### config.mk
export PLATFORM = sky130hd
export DESIGN_NAME = reg_bank_arbiter
export DESIGN_NICKNAME = d
export VERILOG_FILES = /design/src/rtl/reg_bank_arbiter.sv
export SDC_FILE = /design/constraint.sdc
export NUM_CORES = 1
export LEC_CHECK = 0
export CAP_MARGIN = 25
export CORE_MARGIN = 2
export CORE_UTILIZATION = 39
export CTS_CLUSTER_SIZE = 20
export DETAILED_ROUTE_END_ITERATION = 10
export PLACE_DENSITY_LB_ADDON = 0.15
export SLEW_MARGIN = 20
export SYNTH_ARGS = -nofsm -noshare
export SYNTH_HDL_FRONTEND = slang
export SYNTH_SLANG_ARGS = --single-unit
### constraint.sdc
create_clock -name clk -period 8.38 [get_ports clk]
set_input_delay 1.257 -clock clk [delete_from_list [all_inputs] [get_ports clk]]
set_output_delay 1.257 -clock clk [all_outputs]
set_load 0.02 [all_outputs]
### src/rtl/reg_bank_arbiter.sv
// rtl/reg_bank_arbiter.sv - round-robin write arbiter for an 8x8-bit register bank
module reg_bank_arbiter #(
  parameter int NREQ  = 4,
  parameter int NREGS = 8
) (
  input  logic        clk,
  input  logic        rst,
  input  logic [3:0]  req,
  input  logic [11:0] waddr,
  input  logic [31:0] wdata,
  output logic [3:0]  gnt,
  output logic        busy,
  input  logic        clr,
  input  logic [2:0]  raddr,
  output logic [7:0]  rdata,
  output logic [15:0] wr_count
);

  typedef enum logic {S_IDLE, S_GRANT} state_t;

  state_t      r_state;
  logic [3:0]  r_gnt;
  logic [1:0]  r_ptr;
  logic [1:0]  r_win;
  logic [7:0]  r_bank [NREGS];
  logic [7:0]  r_rdata;
  logic [15:0] r_wr_count;

  logic [1:0]  w_win;
  logic        w_commit;
  logic [2:0]  w_waddr;
  logic [7:0]  w_wdata;

  assign gnt      = r_gnt;
  assign busy     = (r_state == S_GRANT);
  assign rdata    = r_rdata;
  assign wr_count = r_wr_count;

  // The write port is driven only in GRANT, using the latched winner's lanes.
  assign w_commit = (r_state == S_GRANT);

  // Round-robin pick: the lowest offset from r_ptr with req set wins (scan high to low so it lands last).
  always_comb begin
    w_win = 2'd0;
    for (int i = NREQ - 1; i >= 0; i--) begin
      if (req[r_ptr + 2'(i)]) begin
        w_win = r_ptr + 2'(i);
      end
    end
  end

  // Select the granted requester's address and data lanes.
  always_comb begin
    w_waddr = 3'd0;
    w_wdata = 8'd0;
    case (r_win)
      2'd0: begin w_waddr = waddr[2:0];  w_wdata = wdata[7:0];   end
      2'd1: begin w_waddr = waddr[5:3];  w_wdata = wdata[15:8];  end
      2'd2: begin w_waddr = waddr[8:6];  w_wdata = wdata[23:16]; end
      default: begin w_waddr = waddr[11:9]; w_wdata = wdata[31:24]; end
    endcase
  end

  // Arbitration FSM: IDLE picks a winner, GRANT commits it and advances the pointer.
  always_ff @(posedge clk) begin
    if (rst) begin
      r_state    <= S_IDLE;
      r_gnt      <= 4'd0;
      r_ptr      <= 2'd0;
      r_win      <= 2'd0;
      r_wr_count <= 16'd0;
    end else begin
      case (r_state)
        S_IDLE: begin
          if (req != 4'd0) begin
            r_win   <= w_win;
            r_gnt   <= 4'b0001 << w_win;
            r_state <= S_GRANT;
          end else begin
            r_gnt <= 4'd0;
          end
        end
        default: begin
          r_ptr   <= r_win + 2'd1;
          r_gnt   <= 4'd0;
          r_state <= S_IDLE;
          if (r_wr_count != 16'hFFFF) begin
            r_wr_count <= r_wr_count + 16'd1;
          end
        end
      endcase
    end
  end

  // Bank storage: a committing write beats the bank-wide clear for its own address.
  always_ff @(posedge clk) begin
    for (int i = 0; i < NREGS; i++) begin
      if (rst) begin
        r_bank[i] <= 8'd0;
      end else if (w_commit && (w_waddr == 3'(i))) begin
        r_bank[i] <= w_wdata;
      end else if (clr) begin
        r_bank[i] <= 8'd0;
      end
    end
  end

  // Registered read with write-through bypass so rdata shows the post-edge bank contents.
  always_ff @(posedge clk) begin
    if (rst) begin
      r_rdata <= 8'd0;
    end else if (w_commit && (w_waddr == raddr)) begin
      r_rdata <= w_wdata;
    end else if (clr) begin
      r_rdata <= 8'd0;
    end else begin
      r_rdata <= r_bank[raddr];
    end
  end

endmodule

==> results_dict.tcl <==
set metrics [dict create \
    drive_gt1_frac 0.136 \
    path_class "primary input to flip-flop" \
    setup_viol 0 \
    portBuffers 82 \
    drt-pass1-iter-count 4 \
    relSlewSlack 0.364 \
    die_h_um 113 \
    clock_sinks 97 \
    grt_use_total 0.184 \
    area_growth_pct 28.7 \
    worstMarginPinSlew_ns 0.952 \
    netlist_area_sq_um 4600 \
    clk_pin_slew_ns 0.07 \
    ys_seq_area_frac 0.562 \
    avgViaCountPerCell 5.27 \
    synth_flop_cell "edfxtp_1" \
    cp.arrival_ns 3.36 \
    pin_count 83 \
    final.setup.tns_ns 0 \
    ys_ff_latch 97 \
    peakVddDrop_mv 0.102 \
    powerDensity_nw_per_um2 195 \
    clock_path_buffers 2 \
    hp-class "flip-flop to flip-flop" \
    ys_warn_count 0 \
    mostFrequentLayoutCells "nor2_1 (99), clkdlybuf4s50_1 (82), edfxtp_1 (64)" \
    clk_latency_ns 0.35 \
    startpoint_type "primary input" \
    gp_congestion 0.867 \
    vias 3358 \
    initial_core_util 0.401 \
    grt_pass1_vias 3321 \
    wl_per_cell_um 17.9 \
    antenna_left 0 \
    hold-worst-slack_ns 0.515 \
    cts_resized 0 \
    synth.distinct_cells 44 \
    final_nets 548 \
    cts-root-buf "clkbuf_16" \
    cts_tree "built" \
    min_period_over_period 0.395 \
    fp.coreArea_sq_um 11500 \
    diodes 0 \
    antenna_found_initial 0 \
    status "finished, final reports clean" \
    fill_cells 1006 \
    multi_input_area_sq_um 1880 \
    post_cts_buffers 0 \
    seq_area_sq_um 2580 \
    cts_max_level 3 \
    wirelength_mm 11.4 \
    grt_start_max_net_pins 37 \
    dieArea_sq_um 12700 \
    fp-row-count 39 \
    fin_skew_ns 0.00911 \
    synth_cells 405 \
    crit_required_ns 8.43 \
    synth-edff-count 64 \
    maxSlewViolCount 0 \
    hold_violations 0 \
    worstPathMaxFanout 6 \
    drtIter0Drc 221 \
    die_x_um 113 \
    dpl.hpwl_mm 7.98 \
    rsz0062_at_grt "no" \
    grt_pass1_wl_mm 17.9 \
    end_kind "flip-flop" \
    drc 0 \
    cts-buffers-inserted 9 \
    synth.avg_cell_area_sq_um 11.4 \
    p_leak_uw 0.00223 \
    fmax_ghz 0.302 \
    fin_crit_ns 3.31 \
    max-cap-violations 0 \
    synthArstFlopShare 0 \
    grt-ovfl-total 0 \
    holdBufCountCts 0 \
    synth_nets 464 \
    final_common_cell "nor2_1" \
]
metal layers:
layer  global-route usage  up-vias  wire [um]
li1                     -     1649          -
met1                0.246     1619       5140
met2                0.305       78       5630
met3               0.0319       12        451
met4               0.0610        0        153
met5                    0        -          0
cell families after synthesis:
kind of cell	Yosys count	share of synthesized area
adder cells (fa/ha/maj)	5	0.0136
flip-flops	97	0.562
XOR/XNOR	12	0.0229
buffers and inverters	29	0.0294
AO/OA/AOI/OAI	54	0.0770
AND/OR/NAND/NOR	172	0.171
multiplexers	36	0.124
worst paths after layout:
path	startpoint	end	slack (ns)	cells past startpoint
worst max register to register	r_win[0]	r_bank[0][4]	5.53	7
worst min-delay path	wr_count[11]	wr_count[11]	0.52	2
worst min register to register	wr_count[11]	wr_count[11]	0.52	2
worst max-delay path	waddr[8]	r_bank[0][4]	5.07	6
registers in the layout, summed over array words and instances (netlist names):
signal / flops
rdata: 8
r_win: 2
r_ptr: 2
r_bank: 64
wr_count: 16
busy: 1
gnt: 4
report_power, final:
| part | leakage (uW) | internal (uW) | switching, uW |
|---|---|---|---|
| Clock | 0.000157 | 259 | 185 |
| Combinational | 0.00109 | 75.1 | 88.5 |
| Sequential | 0.000983 | 535 | 11.1 |
| Total | 0.00223 | 869 | 285 |
critical path: stages:
cell and delay [ns]:
clkdlybuf4s50_1 0.40, a222oi_1 0.35, a21oi_1 0.22, or3b_1 0.45
o21ai_0 0.40, buf_2 0.28
synthesized netlist by cell type (3+ instances only):
| cell type | number | area, sq um |
|---|---|---|
| nor2_1 | 99 | 372 |
| edfxtp_1 | 64 | 1920 |
| dfxtp_1 | 33 | 661 |
| o21ai_0 | 19 | 95.1 |
| nand2_1 | 17 | 63.8 |
| mux4_2 | 16 | 360 |
| clkbuf_1 | 15 | 56.3 |
| a21oi_1 | 12 | 60.1 |
| mux2i_1 | 12 | 120 |
| a222oi_1 | 10 | 100 |
| mux2_2 | 8 | 90.1 |
| nor2_2 | 8 | 50.1 |
| nand3_1 | 7 | 35.0 |
| xor2_1 | 7 | 61.3 |
| nand2b_1 | 6 | 37.5 |
| or3_1 | 6 | 37.5 |
| and3_1 | 5 | 31.3 |
| ha_1 | 5 | 62.6 |
| nand4_1 | 5 | 31.3 |
| nor3_1 | 5 | 25.0 |
| xnor2_1 | 5 | 43.8 |
| inv_1 | 4 | 15.0 |
| and4_1 | 3 | 26.3 |
| buf_1 | 3 | 11.3 |
| buf_2 | 3 | 15.0 |
| buf_6 | 3 | 33.8 |
| nor2b_1 | 3 | 18.8 |
final cells by class:
type                            instances  share of cell area
Multi-Input combinational cell        279               0.318
Timing Repair Buffer                   97               0.157
Inverter                                5             0.00317
Clock inverter                          5              0.0102
Sequential cell                        97               0.437
Tap cell                              143              0.0302
Clock buffer                           11              0.0446
stage by stage:
step           instances   util  worst slack [ns]  cell area [sq um]  power, uW
6_report             637  0.516              5.07               5920       1150
2_1_floorplan        405      -              5.21               4600        644
4_1_cts              637  0.516              4.77               5920       1160
5_1_grt              637  0.516              4.91               5920       1190
3_3_place_gp         620  0.487              4.42               5590        717
3_5_place_dp         621  0.488              4.43               5590        721
(Power assumes the default switching activity.)
